`src/rtl/fetch_pipe_ctrl_if.sv`:
```
// Instruction-memory fetch handshake between the fetch controller and imem.
// The fetch controller drives the request and address, and memory returns a
// single-cycle ack with the instruction word.
interface fetch_pipe_ctrl_if #(
    parameter int PC_WIDTH = 32
);
    logic                imem_req_o;
    logic [PC_WIDTH-1:0] imem_addr_o;
    logic                imem_ack_i;
    logic [31:0]         imem_data_i;

    modport master (
        output imem_req_o,
        output imem_addr_o,
        input  imem_ack_i,
        input  imem_data_i
    );

    modport slave (
        input  imem_req_o,
        input  imem_addr_o,
        output imem_ack_i,
        output imem_data_i
    );
endinterface

```
`src/rtl/fetch_pipe_ctrl.sv`:
```
// Fetch-side pipeline control. This block owns the PC, the imem fetch
// handshake, and the IF/ID (ir1) and ID/EX (ir2) instruction registers. It
// applies the stall and bubble requests from the hazard unit and the redirects
// from EX. A stalled instruction is neither lost nor duplicated, and a bubble
// always enters ID/EX as NOP_INSTR.
module fetch_pipe_ctrl #(
    parameter int                  PC_WIDTH  = 32,
    parameter logic [PC_WIDTH-1:0] RESET_PC  = '0,
    parameter int                  PC_STEP   = 4,
    parameter logic [31:0]         NOP_INSTR = 32'hF000_0000
) (
    input  logic                clk_i,
    input  logic                rst_i,
    input  logic                stall_pc_i,
    input  logic                stall_ifid_i,
    input  logic                bubble_i,
    input  logic                redirect_i,
    input  logic [PC_WIDTH-1:0] redirect_pc_i,
    fetch_pipe_ctrl_if.master   imem,
    output logic [31:0]         if_ir_o,
    output logic [PC_WIDTH-1:0] if_pc_o,
    output logic                if_valid_o,
    output logic [31:0]         ex_ir_o,
    output logic [PC_WIDTH-1:0] ex_pc_o
);

    typedef enum logic [1:0] {
        S_IDLE,  // no request outstanding, waiting for the PC stall to lift
        S_REQ,   // request outstanding at imem_addr_o
        S_HOLD,  // word fetched but IF/ID is stalled, so it waits in fetch_buf
        S_DROP   // redirected while a request was in flight; its data is discarded
    } state_t;

    state_t              state_q, state_d;
    logic [PC_WIDTH-1:0] pc_q;
    logic [PC_WIDTH-1:0] addr_q, addr_d;
    logic                addr_load;
    logic [31:0]         fetch_buf;
    logic                buf_load;
    logic                deliver;
    logic [31:0]         fetch_word;
    logic                adv;
    logic [PC_WIDTH-1:0] pc_next;

    assign adv     = !stall_pc_i && !stall_ifid_i;
    assign pc_next = pc_q + PC_WIDTH'(PC_STEP);

    // State register.
    // NOTE: sequential state uses non-blocking assignments, so every flop
    // samples the values from before the clock edge.
    always_ff @(posedge clk_i or posedge rst_i) begin
        if (rst_i) state_q <= S_IDLE;
        else       state_q <= state_d;
    end

    // Next-state logic, plus the per-cycle delivery, buffer and address decisions.
    // NOTE: every signal assigned here gets a default first, so no path can
    // leave one unassigned and infer a latch.
    always_comb begin
        state_d    = state_q;
        deliver    = 1'b0;
        buf_load   = 1'b0;
        addr_load  = 1'b0;
        addr_d     = pc_q;
        fetch_word = (state_q == S_HOLD) ? fetch_buf : imem.imem_data_i;
        unique case (state_q)
            S_IDLE: begin
                if (redirect_i) begin
                    state_d   = S_REQ;
                    addr_load = 1'b1;
                    addr_d    = redirect_pc_i;
                end else if (!stall_pc_i) begin
                    state_d   = S_REQ;
                    addr_load = 1'b1;
                end
            end
            S_REQ: begin
                if (redirect_i) begin
                    if (imem.imem_ack_i) begin
                        addr_load = 1'b1;
                        addr_d    = redirect_pc_i;
                    end else begin
                        state_d = S_DROP;
                    end
                end else if (imem.imem_ack_i) begin
                    if (adv) begin
                        deliver   = 1'b1;
                        addr_load = 1'b1;
                        addr_d    = pc_next;
                    end else begin
                        buf_load = 1'b1;
                        state_d  = S_HOLD;
                    end
                end
            end
            S_HOLD: begin
                if (redirect_i) begin
                    state_d   = S_REQ;
                    addr_load = 1'b1;
                    addr_d    = redirect_pc_i;
                end else if (adv) begin
                    deliver   = 1'b1;
                    state_d   = S_REQ;
                    addr_load = 1'b1;
                    addr_d    = pc_next;
                end
            end
            S_DROP: begin
                // The old request completes and its data is thrown away. The PC
                // already holds the redirect target, unless a newer redirect
                // arrives in this same cycle.
                if (imem.imem_ack_i) begin
                    state_d   = S_REQ;
                    addr_load = 1'b1;
                    addr_d    = redirect_i ? redirect_pc_i : pc_q;
                end
            end
            default: state_d = S_IDLE;
        endcase
    end

    // Output decode: a request is outstanding in REQ and in DROP.
    always_comb begin
        imem.imem_req_o = (state_q == S_REQ) || (state_q == S_DROP);
    end

    assign imem.imem_addr_o = addr_q;

    // PC and fetch address: a redirect wins, and a delivered word advances the PC.
    always_ff @(posedge clk_i or posedge rst_i) begin
        if (rst_i) begin
            pc_q   <= RESET_PC;
            addr_q <= RESET_PC;
        end else begin
            if (redirect_i)   pc_q <= redirect_pc_i;
            else if (deliver) pc_q <= pc_next;
            if (addr_load)    addr_q <= addr_d;
        end
    end

    // Holding buffer for a word whose ack arrived while the pipe was stalled.
    // NOTE: this buffer is reset even though it is only read after being
    // written, so that reset leaves no X values in simulation.
    always_ff @(posedge clk_i or posedge rst_i) begin
        if (rst_i)         fetch_buf <= NOP_INSTR;
        else if (buf_load) fetch_buf <= imem.imem_data_i;
    end

    // IF/ID register (ir1): load on delivery, empty on redirect or an idle advance, hold on stall.
    always_ff @(posedge clk_i or posedge rst_i) begin
        if (rst_i) begin
            if_ir_o    <= NOP_INSTR;
            if_pc_o    <= '0;
            if_valid_o <= 1'b0;
        end else if (redirect_i) begin
            if_ir_o    <= NOP_INSTR;
            if_valid_o <= 1'b0;
        end else if (deliver) begin
            if_ir_o    <= fetch_word;
            if_pc_o    <= addr_q;
            if_valid_o <= 1'b1;
        end else if (adv) begin
            if_ir_o    <= NOP_INSTR;
            if_valid_o <= 1'b0;
        end
    end

    // ID/EX register (ir2): insert a NOP on redirect, bubble or PC stall; hold
    // on an IF/ID stall; otherwise copy IF/ID.
    always_ff @(posedge clk_i or posedge rst_i) begin
        if (rst_i) begin
            ex_ir_o <= NOP_INSTR;
            ex_pc_o <= '0;
        end else if (redirect_i || bubble_i || stall_pc_i) begin
            ex_ir_o <= NOP_INSTR;
        end else if (!stall_ifid_i) begin
            ex_ir_o <= if_ir_o;
            ex_pc_o <= if_pc_o;
        end
    end

endmodule

```
`src/flat_wrapper.sv`:
```
// flat-port wrapper written by rule: the top's interface ports become plain ports
module fetch_pipe_ctrl_flat 
#(
    parameter int                  PC_WIDTH  = 32,
    parameter logic [PC_WIDTH-1:0] RESET_PC  = '0,
    parameter int                  PC_STEP   = 4,
    parameter logic [31:0]         NOP_INSTR = 32'hF000_0000
)
  (clk_i, rst_i, stall_pc_i, stall_ifid_i, bubble_i, redirect_i, redirect_pc_i, if_ir_o, if_pc_o, if_valid_o, ex_ir_o, ex_pc_o, imem_imem_req_o, imem_imem_addr_o, imem_imem_ack_i, imem_imem_data_i);
  fetch_pipe_ctrl_if #(.PC_WIDTH(PC_WIDTH)) imem_i ();
  input  logic clk_i;
  input  logic rst_i;
  input  logic stall_pc_i;
  input  logic stall_ifid_i;
  input  logic bubble_i;
  input  logic redirect_i;
  input  logic [PC_WIDTH-1:0] redirect_pc_i;
  output logic [31:0] if_ir_o;
  output logic [PC_WIDTH-1:0] if_pc_o;
  output logic if_valid_o;
  output logic [31:0] ex_ir_o;
  output logic [PC_WIDTH-1:0] ex_pc_o;
  output wire logic [$bits(imem_i.imem_req_o)-1:0] imem_imem_req_o;
  output wire logic [$bits(imem_i.imem_addr_o)-1:0] imem_imem_addr_o;
  input wire logic [$bits(imem_i.imem_ack_i)-1:0] imem_imem_ack_i;
  input wire logic [$bits(imem_i.imem_data_i)-1:0] imem_imem_data_i;
  assign imem_imem_req_o = imem_i.imem_req_o;
  assign imem_imem_addr_o = imem_i.imem_addr_o;
  assign imem_i.imem_ack_i = imem_imem_ack_i;
  assign imem_i.imem_data_i = imem_imem_data_i;
  fetch_pipe_ctrl #(.PC_WIDTH(PC_WIDTH), .RESET_PC(RESET_PC), .PC_STEP(PC_STEP), .NOP_INSTR(NOP_INSTR)) u_core (.clk_i(clk_i), .rst_i(rst_i), .stall_pc_i(stall_pc_i), .stall_ifid_i(stall_ifid_i), .bubble_i(bubble_i), .redirect_i(redirect_i), .redirect_pc_i(redirect_pc_i), .imem(imem_i), .if_ir_o(if_ir_o), .if_pc_o(if_pc_o), .if_valid_o(if_valid_o), .ex_ir_o(ex_ir_o), .ex_pc_o(ex_pc_o));
endmodule
```
`config.mk`:
```
export PLATFORM = sky130hd
export DESIGN_NAME = fetch_pipe_ctrl_flat
export DESIGN_NICKNAME = d
export VERILOG_FILES = /design/src/rtl/fetch_pipe_ctrl_if.sv /design/src/rtl/fetch_pipe_ctrl.sv /design/src/flat_wrapper.sv
export SDC_FILE = /design/constraint.sdc
export NUM_CORES = 1
export LEC_CHECK = 0
export BUFFER_PORTS_ARGS = -buffer_cell sky130_fd_sc_hd__buf_2
export CORE_MARGIN = 2
export CORE_UTILIZATION = 55
export DETAILED_ROUTE_END_ITERATION = 8
export HOLD_SLACK_MARGIN = 0.1
export PLACE_DENSITY = 0.76
export SYNTH_ARGS = -nofsm -noshare
export SYNTH_HDL_FRONTEND = slang
export SYNTH_SLANG_ARGS = --single-unit
```
`constraint.sdc`:
```
create_clock -name clk_i -period 19.9 [get_ports clk_i]
set_input_delay 0.995 -clock clk_i [delete_from_list [all_inputs] [get_ports clk_i]]
set_output_delay 0.995 -clock clk_i [all_outputs]
set_load 0.01 [all_outputs]
```
Yosys cells after proc, flatten, opt, wreduce, memory -nomap -nowiden --
Cells that the tools add are included.
Storage, ports and cells: word-level logic and storage cells 79, register bits 227, memory bits (writable) 0, memories 0, bits in read-only memories 0, output and inout port bits 162, bits in latches 0, bits of input ports 71
Operators by class: equal/unequal tests 10, shifts and indexed selects 0, add/sub/neg operators 1, div/mod/pow operators 0, bitwise operators 3, muxes and demuxes 44, multiply operators 0, order comparisons 0, reductions and logical operators 12
Operator list (number):
- $mux W32 | 15
- $pmux W32 S4 | 1
- $add A32 B3 Y32 const B | 1
- $mux W2 | 9
- $mux W1 | 16
- $ne A3 B3 Y1 const B | 4
- $pmux W2 S4 | 1
- $reduce_and A6 Y1 | 1
- $eq A2 B2 Y1 const B | 2
- $pmux W1 S4 | 1
- $reduce_and A2 Y1 | 2
- $logic_or A1 B1 Y1 | 3
- $ne A3 B2 Y1 const B | 1
- $not A1 Y1 | 3
- $reduce_bool A3 Y1 | 1
- $eq A2 B1 Y1 const B | 1
- $logic_not A1 Y1 | 2
- $logic_not A2 Y1 | 1
- $ne A2 B1 Y1 const B | 1
- $ne A2 B2 Y1 const B | 1
- $pmux W1 S2 | 1
- $reduce_bool A2 Y1 | 1
- $logic_and A1 B1 Y1 | 1

Logic depth before layout (Yosys ltp) --
Gate-level depths: netlist of run 1.
depth after elaboration 8, mapped depth 10, gate-level depth less buffers 8

Worst setup path after synthesis of run 1 --
Ideal clock, no wire load.
path kind input port to flip-flop, start in stall_ifid_i, end reg u_core.addr_q[18], in the netlist u_core.imem.imem_addr_o[18], data required time 19.769 ns, path buffers 3, library setup time 0.131 ns, slack 17.220 ns, stages on the path 8, arrival time 2.549 ns, cell sequence buf_2 -> or2_1 -> buf_2 -> a311oi_2 -> o21ai_1 -> buf_2 -> a2111oi_0 -> o21ai_1
Between the ends: longest elaborated chain between the ends 6, elaborated cells on any way between the ends 12, those cells by class mux: 10; reduce/logical: 2
RTL lines:
- start, declared | line flat_wrapper.sv:14 | input logic stall_ifid_i;
- $logic_not A1 Y1 * | line fetch_pipe_ctrl.sv:45 | assign adv = !stall_pc_i && !stall_ifid_i;
- $logic_and A1 B1 Y1 * | line fetch_pipe_ctrl.sv:45
- $mux W32 / $mux W1 (equally long branches) | line fetch_pipe_ctrl.sv:86, fetch_pipe_ctrl.sv:101
- $mux W32 / $mux W1 (equally long branches) | line fetch_pipe_ctrl.sv:85 | end else if (imem.imem_ack_i) begin
- $mux W32 / $mux W1 (equally long branches) | line fetch_pipe_ctrl.sv:78 | if (redirect_i) begin
- $pmux W32 S4 / $pmux W1 S4 (equally long branches) | line fetch_pipe_ctrl.sv:66 | unique case (state_q)
- end signal, assigned | line fetch_pipe_ctrl.sv:137 | if (addr_load) addr_q <= addr_d;
- end, declared | line fetch_pipe_ctrl.sv:36 | logic [PC_WIDTH-1:0] addr_q, addr_d;
Mark *: on every way between the ends. The rest lies on a longest branch, timed or not. A chain may end at the register's enable or synchronous reset.

Worst setup path in the final report of run 1 --
start reg u_core.state_q[1], end reg u_core.addr_q[11], in the netlist u_core.imem.imem_addr_o[11]
Between the ends: longest elaborated chain between the ends 2, elaborated cells on any way between the ends 6, those cells by class eq/ne: 3; mux: 2; reduce/logical: 1
RTL lines:
- start, declared | line fetch_pipe_ctrl.sv:34 | state_t state_q, state_d;
- start signal, assigned | line fetch_pipe_ctrl.sv:53 | else state_q <= state_d;
- $eq A2 B2 Y1 (tied with other cells) | line fetch_pipe_ctrl.sv:66
- $pmux W32 S4 / $pmux W1 S4 (equally long branches) | line fetch_pipe_ctrl.sv:66
Several ways; a longest one is shown, not always the timed one.

==> results.py, run 1 <==
metrics = {
    "cells_and_area": {
        "final_cell_mix": "307 x nand2_1, 232 x buf_2, 215 x dfrtp_1, 66 x o21ai_0",
        "nets": 1550,
        "drive_above_1_share_pct": 24.2,
        "area_delta_synth_final_pct": 16.8,
        "layout_commonest_cell": "nand2_1",
    },
    "die": {
        "initial_core_util_pct": 55.7,
        "dieArea_mm2": 0.0231,
        "io-pin-count": 233,
        "rows": 54,
        "die_width_um": 152,
        "core_mm2": 0.0216,
        "die_h_um": 152,
    },
    "setup_path": {
        "worstPathMaxFanout": 37,
        "startpoint_type": "flip-flop",
        "crit_path_top_delay_cell": "nand2_2",
        "reg2reg_from": "u_core.state_q[1]$_DFFE_PP0P_",
        "cp_num_buf_inv": 3,
        "cp_cell_sequence": "inv_1, ha_1, buf_4, nor2_2, inv_2, o311ai_1, nand2_2, nand2_1, o21ai_0",
        "crit_required_ns": 20.33,
        "cpLargestDelayFamily": "simple AND/OR/NAND/NOR gates",
        "crit_path_end_kind": "flip-flop",
        "worstPathArrival_ns": 4.09,
        "max_stage_delay_ns": 0.89,
        "critPathLaunch": "u_core.state_q[1]$_DFFE_PP0P_",
        "path_class": "flip-flop to flip-flop",
    },
    "power": {
        "pwr-share-seq_pct": 39.9,
        "vdd_drop_max_mv": 0.0979,
        "pwr-share-clk_pct": 24.3,
        "p_per_area_mw_per_mm2": 130,
        "leakage_nw": 6.57,
        "power_mw": 1.83,
        "netSwitchingFraction_pct": 38.8,
        "comb_power_share_pct": 35.8,
        "p_int_mw": 1.12,
        "p_sw_uw": 711,
    },
    "clocking": {
        "clk_latency_ns": 0.53,
        "cts_root_buf": "clkbuf_16",
        "cts.path.max_buffers": 3,
        "h-tree-depth": 1,
        "cts_setup_buffers": 0,
        "cts_hold_buf": 0,
        "numClockSinks": 227,
        "cts_resized": 0,
        "numCtsBuffers": 24,
        "clkTransAtPathRegs_ns": 0.06,
        "cts_tree": "done",
    },
    "sta": {
        "slew_headroom_pct": 17.4,
        "period_needed_ns": 3.66,
        "fin_crit_sh_pct": 18.4,
        "maxSlewViolCount": 0,
        "finalSetupTns_ns": 0,
        "finClkSkew_ns": 0.0117,
        "rsz0062_at_grt": "false",
        "hold_violations": 0,
        "max_freq_mhz": 273,
        "setup_viol": 0,
        "whs_ns": 0.471,
        "worstMarginPinSlew_ns": 1.24,
    },
    "synthesis": {
        "avgSynthCellArea_um2": 9.17,
        "synth_cells": 1313,
        "yosys_warnings": 0,
        "synth_flop_cell": "dfrtp_1",
        "ys_types": 86,
        "ys_ff_latch": 227,
        "syn-num-nets": 1390,
        "synth_edf_count": 0,
        "synthArstFlopShare_pct": 100,
        "syn_area_mm2": 0.0120,
        "ys_seq_area_share_pct": 47.3,
    },
    "global_route": {
        "antenna_found_initial": 3,
        "grt_max_degree": 120,
        "overflow": 0,
        "grt_pass1_wl_mm": 61.7,
        "grt_pass1_vias": 10900,
        "grt_usage_pct": 32.9,
    },
    "routing": {
        "met1_length_mm": 15.6,
        "via_count": 11600,
        "drc": 0,
        "avgViaCountPerCell": 6.54,
        "drt_iter0_drc": 1682,
        "drtPass1Iterations": 9,
        "top_layer_used": "met4",
        "met2_length_mm": 17.0,
        "wl_per_cell_um": 21.7,
        "wl_met3_mm": 4.48,
        "ant_nets": 0,
        "wl_mm": 38.6,
    },
    "min_path": {
        "hp-class": "flip-flop to flip-flop",
        "min-delay-start": "u_core.ex_pc_o[7]$_DFFE_PP0P_",
    },
    "placement": {
        "place_hpwl_mm": 25.4,
        "io_buffers": 232,
        "place_congestion": 0.927,
    },
    "job": {
        "cap_violations": 0,
    },
    "run_status": {
        "status": "finished, final reports clean",
    },
}
==> metal layers <==
metal,vias to the layer above,track usage (%)
li1,5086,-
met2,771,48.9
met5,-,0
met1,5622,46.0
met3,131,9.16
met4,0,13.0
==> state kept, by name, indices dropped and copies added, names as in the netlist <==
name / count
u_core.fetch_buf: 32
u_core.imem.imem_addr_o: 32
u_core.if_ir_o: 32
u_core.ex_pc_o: 32
u_core.if_pc_o: 32
u_core.if_valid_o: 1
u_core.state_q: 2
u_core.ex_ir_o: 32
u_core.pc_q: 32
==> cell usage after synthesis, types with 8 or more instances <==
cell type | instances | area [um2]
dfrtp_1 | 215 | 5380
buf_1 | 14 | 52.6
o221ai_1 | 13 | 114
and3_1 | 8 | 50.1
dfstp_2 | 12 | 315
nand2_1 | 307 | 1150
a22o_1 | 33 | 289
o21ai_1 | 23 | 115
mux2i_1 | 56 | 561
or3_1 | 9 | 56.3
nor4_1 | 11 | 68.8
mux2_2 | 34 | 383
a21oi_1 | 47 | 235
nand4_1 | 15 | 93.8
clkbuf_1 | 74 | 278
buf_2 | 23 | 115
nand3_1 | 31 | 155
inv_1 | 16 | 60.1
o22ai_1 | 11 | 68.8
a31oi_1 | 17 | 106
nor3_1 | 21 | 105
a22oi_1 | 8 | 60.1
o211ai_1 | 14 | 105
nor2_1 | 58 | 218
o21ai_0 | 66 | 330
a221oi_1 | 13 | 114
a221o_1 | 10 | 100
o311ai_1 | 10 | 87.6
==> cell families after synthesis <==
logic type,count (synthesis),share of synthesized area (%)
buffers and inverters,133,4.49
muxes,92,8.02
AOI/OAI and AO/OA,340,19.9
DFF,227,47.3
adders and majority gates,6,0.624
and+or+nand+nor,511,19.4
xor gates and xnor gates,4,0.291
==> tightest hold or removal path, delay by kind of cell (launching register included) <==
family | cells | cell delay (ns)
and+or+nand+nor | 2 | 0.10
DFF | 1 | 0.34
==> layout make-up <==
type | count | area (um2)
clock buffers | 38 | 723
inverters | 18 | 75.1
clock inverters | 6 | 66.3
diodes | 3 | 7.51
flip-flops and latches | 227 | 5700
fillers | 1838 | 7570
repair buffers | 249 | 1290
well taps | 280 | 350
multi-input cells | 953 | 5850
==> power by group through the flow <==
stage	clock, mW	combinational, mW	sequential, mW
finish	0.445	0.656	0.731
global route	0.471	0.708	0.747
CTS	0.450	0.644	0.724
detailed placement	0	0.642	0.731
global placement	0	0.625	0.725
floorplan	0	0.401	0.717
==> per-stage QoR <==
stage	util [%]	setup slack (ns)	std cells	area [um2]
4_1_cts	65.0	16.33	1771	14000
6_report	65.0	16.24	1774	14100
3_5_place_dp	61.3	16.25	1727	13300
5_1_grt	65.0	16.06	1773	14100
3_3_place_gp	61.3	16.33	1727	13300
2_1_floorplan	-	12.71	1313	12000
==> path summary, 6_finish.rpt <==
| path | depth (start not counted) | endpoint | slack [ns] |
|---|---|---|---|
| max reg2reg | 9 | u_core.imem.imem_addr_o[11]$_DFFE_PP0P_ | 16.24 |
| max in group asynchronous | 3 | u_core.if_pc_o[1]$_DFFE_PP0P_ | 17.93 |
| max | 9 | u_core.imem.imem_addr_o[11]$_DFFE_PP0P_ | 16.24 |
| min in group asynchronous | 2 | u_core.ex_pc_o[3]$_DFFE_PP0P_ | 0.66 |
| min reg2reg | 2 | u_core.ex_pc_o[7]$_DFFE_PP0P_ | 0.47 |
| min | 2 | u_core.ex_pc_o[7]$_DFFE_PP0P_ | 0.47 |
(Power assumes the default switching activity.)
==> inputs of run 2 (changes only) <==
--- a/config.mk
+++ b/config.mk
@@ -5,12 +5,13 @@
 export SDC_FILE = /design/constraint.sdc
 export NUM_CORES = 1
 export LEC_CHECK = 0
+export ABC_AREA = 1
 export BUFFER_PORTS_ARGS = -buffer_cell sky130_fd_sc_hd__buf_2
 export CORE_MARGIN = 2
-export CORE_UTILIZATION = 55
+export CORE_UTILIZATION = 51
 export DETAILED_ROUTE_END_ITERATION = 8
 export HOLD_SLACK_MARGIN = 0.1
-export PLACE_DENSITY = 0.76
+export PLACE_DENSITY = 0.74
 export SYNTH_ARGS = -nofsm -noshare
 export SYNTH_HDL_FRONTEND = slang
 export SYNTH_SLANG_ARGS = --single-unit
==> constraint.sdc (replaced) <==
create_clock -name clk_i -period 3 [get_ports clk_i]
set_input_delay 0.15 -clock clk_i [delete_from_list [all_inputs] [get_ports clk_i]]
set_output_delay 0.15 -clock clk_i [all_outputs]
set_load 0.01 [all_outputs]
==> run 2 against run 1 <==
Compared with the run above:
- combinational power rose to 7.3 times the previous value
- total power grew to 6.9 times the previous value
- clock skew increased by 0.013 ns
- setup slack got worse by 16 ns
- largest power group is now combinational logic
- clock power rose to 7.1 times the previous value
- sequential share of layout area decreased by 3.0 points
- register-to-register slack got worse by 16 ns
- core utilization decreased by 0.40 points
- hold slack worse by 0.32 ns
- critical path depth is 1 higher
- final cell count up 26%
- fmax increased by 52%
==> results.py, run 2 <==
metrics = {
    "cells_and_area": {
        "final_cell_mix": "597 x nand2_1, 232 x buf_2, 215 x dfrtp_1, 144 x inv_1, 144 x o21ai_0",
        "nets": 1976,
        "drive_above_1_share_pct": 18.3,
        "utilization_pct": 64.6,
        "final_cell_count_no_fill": 2236,
        "layout_commonest_cell": "nand2_1",
        "diodes": 0,
        "area_delta_synth_final_pct": 24.3,
    },
    "clocking": {
        "numCtsBuffers": 26,
        "clk_latency_ns": 0.55,
        "cts_resized": 0,
        "cts_root_buf": "clkbuf_16",
        "h-tree-depth": 1,
        "cts.path.max_buffers": 3,
        "cts_setup_buffers": 0,
        "clkTransAtPathRegs_ns": 0.06,
        "cts_tree": "done",
        "cts_hold_buf": 66,
        "numClockSinks": 227,
    },
    "power": {
        "p_sw_mw": 5.08,
        "vdd_drop_max_mv": 0.522,
        "power_mw": 12.7,
        "netSwitchingFraction_pct": 40.0,
        "p_per_area_mw_per_mm2": 837,
        "p_int_mw": 7.61,
        "pwr-share-seq_pct": 37.1,
        "leakage_nw": 7.83,
        "comb_power_share_pct": 37.9,
        "pwr-share-clk_pct": 25.0,
    },
    "sta": {
        "finClkSkew_ns": 0.0249,
        "slew_headroom_pct": 39.1,
        "maxSlewViolCount": 0,
        "worst_slack_ns": 0.584,
        "rsz0062_at_grt": "false",
        "setup_viol": 0,
        "fin_crit_sh_pct": 80.5,
        "max_freq_mhz": 414,
        "period_needed_ns": 2.42,
        "hold_violations": 0,
        "worstMarginPinSlew_ns": 0.912,
        "finalSetupTns_ns": 0,
    },
    "synthesis": {
        "synth.top_cell.area_share_pct": 44.1,
        "synth_area_leaders": "dfrtp_1 44%, nand2_1 18%, o21ai_0 5.9%",
        "avgSynthCellArea_um2": 7.44,
        "ys_seq_area_share_pct": 46.7,
        "ys_ff_latch": 227,
        "yosysTopAreaCell": "dfrtp_1",
        "syn-num-nets": 1717,
        "yosys_warnings": 0,
        "ys_types": 46,
        "syn_area_mm2": 0.0122,
        "synth_edf_count": 0,
        "synth_flop_cell": "dfrtp_1",
        "synth_cells": 1640,
        "synthArstFlopShare_pct": 100,
        "post-synth-top-count-cell": "nand2_1",
        "synthTopCellsByCount": "597 x nand2_1, 215 x dfrtp_1, 146 x inv_1",
    },
    "die": {
        "die_width_um": 159,
        "die_h_um": 159,
        "initial_core_util_pct": 52.0,
        "dieArea_mm2": 0.0252,
        "io-pin-count": 233,
        "rows": 56,
        "core_mm2": 0.0235,
    },
    "placement": {
        "dpl_worst_slack_ns": 0.699,
        "io_buffers": 232,
        "place_hpwl_mm": 25.5,
        "dp_cells": 2124,
        "place_congestion": 1.01,
    },
    "routing": {
        "drtPass1Iterations": 6,
        "wl_mm": 38.7,
        "ant_nets": 0,
        "wl_per_cell_um": 17.3,
        "avgViaCountPerCell": 5.60,
        "drc": 0,
        "drt_iter0_drc": 1342,
        "via_count": 12500,
    },
    "setup_path": {
        "max_stage_delay_ns": 0.55,
        "path_class": "flip-flop to flip-flop",
        "startpoint_type": "flip-flop",
        "crit_path_top_delay_cell": "inv_1",
        "r2r_slack_ns": 0.58,
        "cpLargestDelayFamily": "buffers and inverters",
        "worst_r2r_path_depth": 10,
        "cp_num_buf_inv": 3,
        "r2r-end": "u_core.imem.imem_addr_o[7]$_DFFE_PP0P_",
        "worstPathArrival_ns": 2.84,
        "worstPathMaxFanout": 14,
        "crit_required_ns": 3.42,
        "crit_path_end_kind": "flip-flop",
        "cp_cell_sequence": "ha_1, buf_4, buf_4, inv_1, nor2_1, o21ai_0, o211ai_1, nand3b_1, nand2_1, nand2_1",
        "reg2reg_from": "u_core.state_q[0]$_DFFE_PP0P_",
    },
    "run_status": {
        "status": "finished, final reports clean",
    },
    "min_path": {
        "min-delay-start": "redirect_pc_i[2]",
        "holdPathEnd": "u_core.imem.imem_addr_o[2]$_DFFE_PP0P_",
        "hp-class": "primary input to flip-flop",
        "hold_path_depth": 5,
    },
    "global_route": {
        "overflow": 0,
        "grt_pass1_vias": 11600,
        "grt_max_degree": 74,
        "grt_usage_pct": 30.4,
        "grt_pass1_wl_mm": 60.7,
        "antenna_found_initial": 0,
    },
    "job": {
        "cap_violations": 0,
    },
}
[run 2: per-layer routing]
metal	vias up	part of all wire [%]	track usage [%]
li1	5883	-	-
met2	683	45	48.5
met1	5830	42	41.7
met3	120	9.6	5.20
met4	0	3.4	11.4
met5	-	0	0
[run 2: cell families after synthesis]
group                      count (synthesis)  synth area share [%]
DFF                                      227                  46.7
xor gates and xnor gates                  12                 0.861
adders and majority gates                  6                 0.615
AOI/OAI and AO/OA                        356                  17.5
buffers and inverters                    251                  8.44
and+or+nand+nor                          788                  25.9
[run 2: worst max-delay path by stage]
| stage | start | to | depth (start not counted) |
|---|---|---|---|
| floorplan | rst_i | u_core.ex_ir_o[0]$_DFFE_PP0P_ | 1 |
| global placement | u_core.state_q[0]$_DFFE_PP0P_ | u_core.imem.imem_addr_o[5]$_DFFE_PP0P_ | 9 |
| detailed placement | u_core.state_q[0]$_DFFE_PP0P_ | u_core.imem.imem_addr_o[14]$_DFFE_PP0P_ | 9 |
| CTS | u_core.state_q[0]$_DFFE_PP0P_ | u_core.imem.imem_addr_o[24]$_DFFE_PP0P_ | 9 |
| global route | u_core.state_q[0]$_DFFE_PP0P_ | u_core.imem.imem_addr_o[18]$_DFFE_PP0P_ | 9 |
| finish | u_core.state_q[0]$_DFFE_PP0P_ | u_core.imem.imem_addr_o[7]$_DFFE_PP0P_ | 10 |
[run 2: worst register-to-register path, stage by stage (launching register included)]
cell,delay (ns)
dfrtp_1,0.41
ha_1,0.24
buf_4,0.19
buf_4,0.20
inv_1,0.55
nor2_1,0.10
o21ai_0,0.13
o211ai_1,0.13
nand3b_1,0.21
nand2_1,0.07
nand2_1,0.05
[run 2: power groups by stage]
| stage | sequential (mW) | clock [mW] | combinational [mW] |
|---|---|---|---|
| final | 4.71 | 3.17 | 4.82 |
| after global routing | 4.80 | 3.31 | 5.43 |
| after CTS | 4.68 | 3.21 | 4.75 |
| after detailed placement | 4.72 | 0 | 4.66 |
| after global placement | 4.70 | 0 | 4.54 |
| after floorplan | 4.75 | 0 | 2.96 |
[run 2: area by class of cell]
type / instances / area (um2)
Timing Repair Buffer: 327 / 2130
Clock inverter: 8 / 119
Sequential cell: 227 / 5700
Clock buffer: 38 / 736
Fill cell: 2073 / 8310
Inverter: 155 / 592
Tap cell: 319 / 399
Multi-Input combinational cell: 1162 / 5500
[run 2: per-stage QoR]
stage                     hold WS, ns  area (um2)
after floorplan                 0.277       12200
after global placement          0.375       13600
after detailed placement        0.387       13600
after CTS                       0.109       15200
after global routing            0.149       15200
final                           0.147       15200
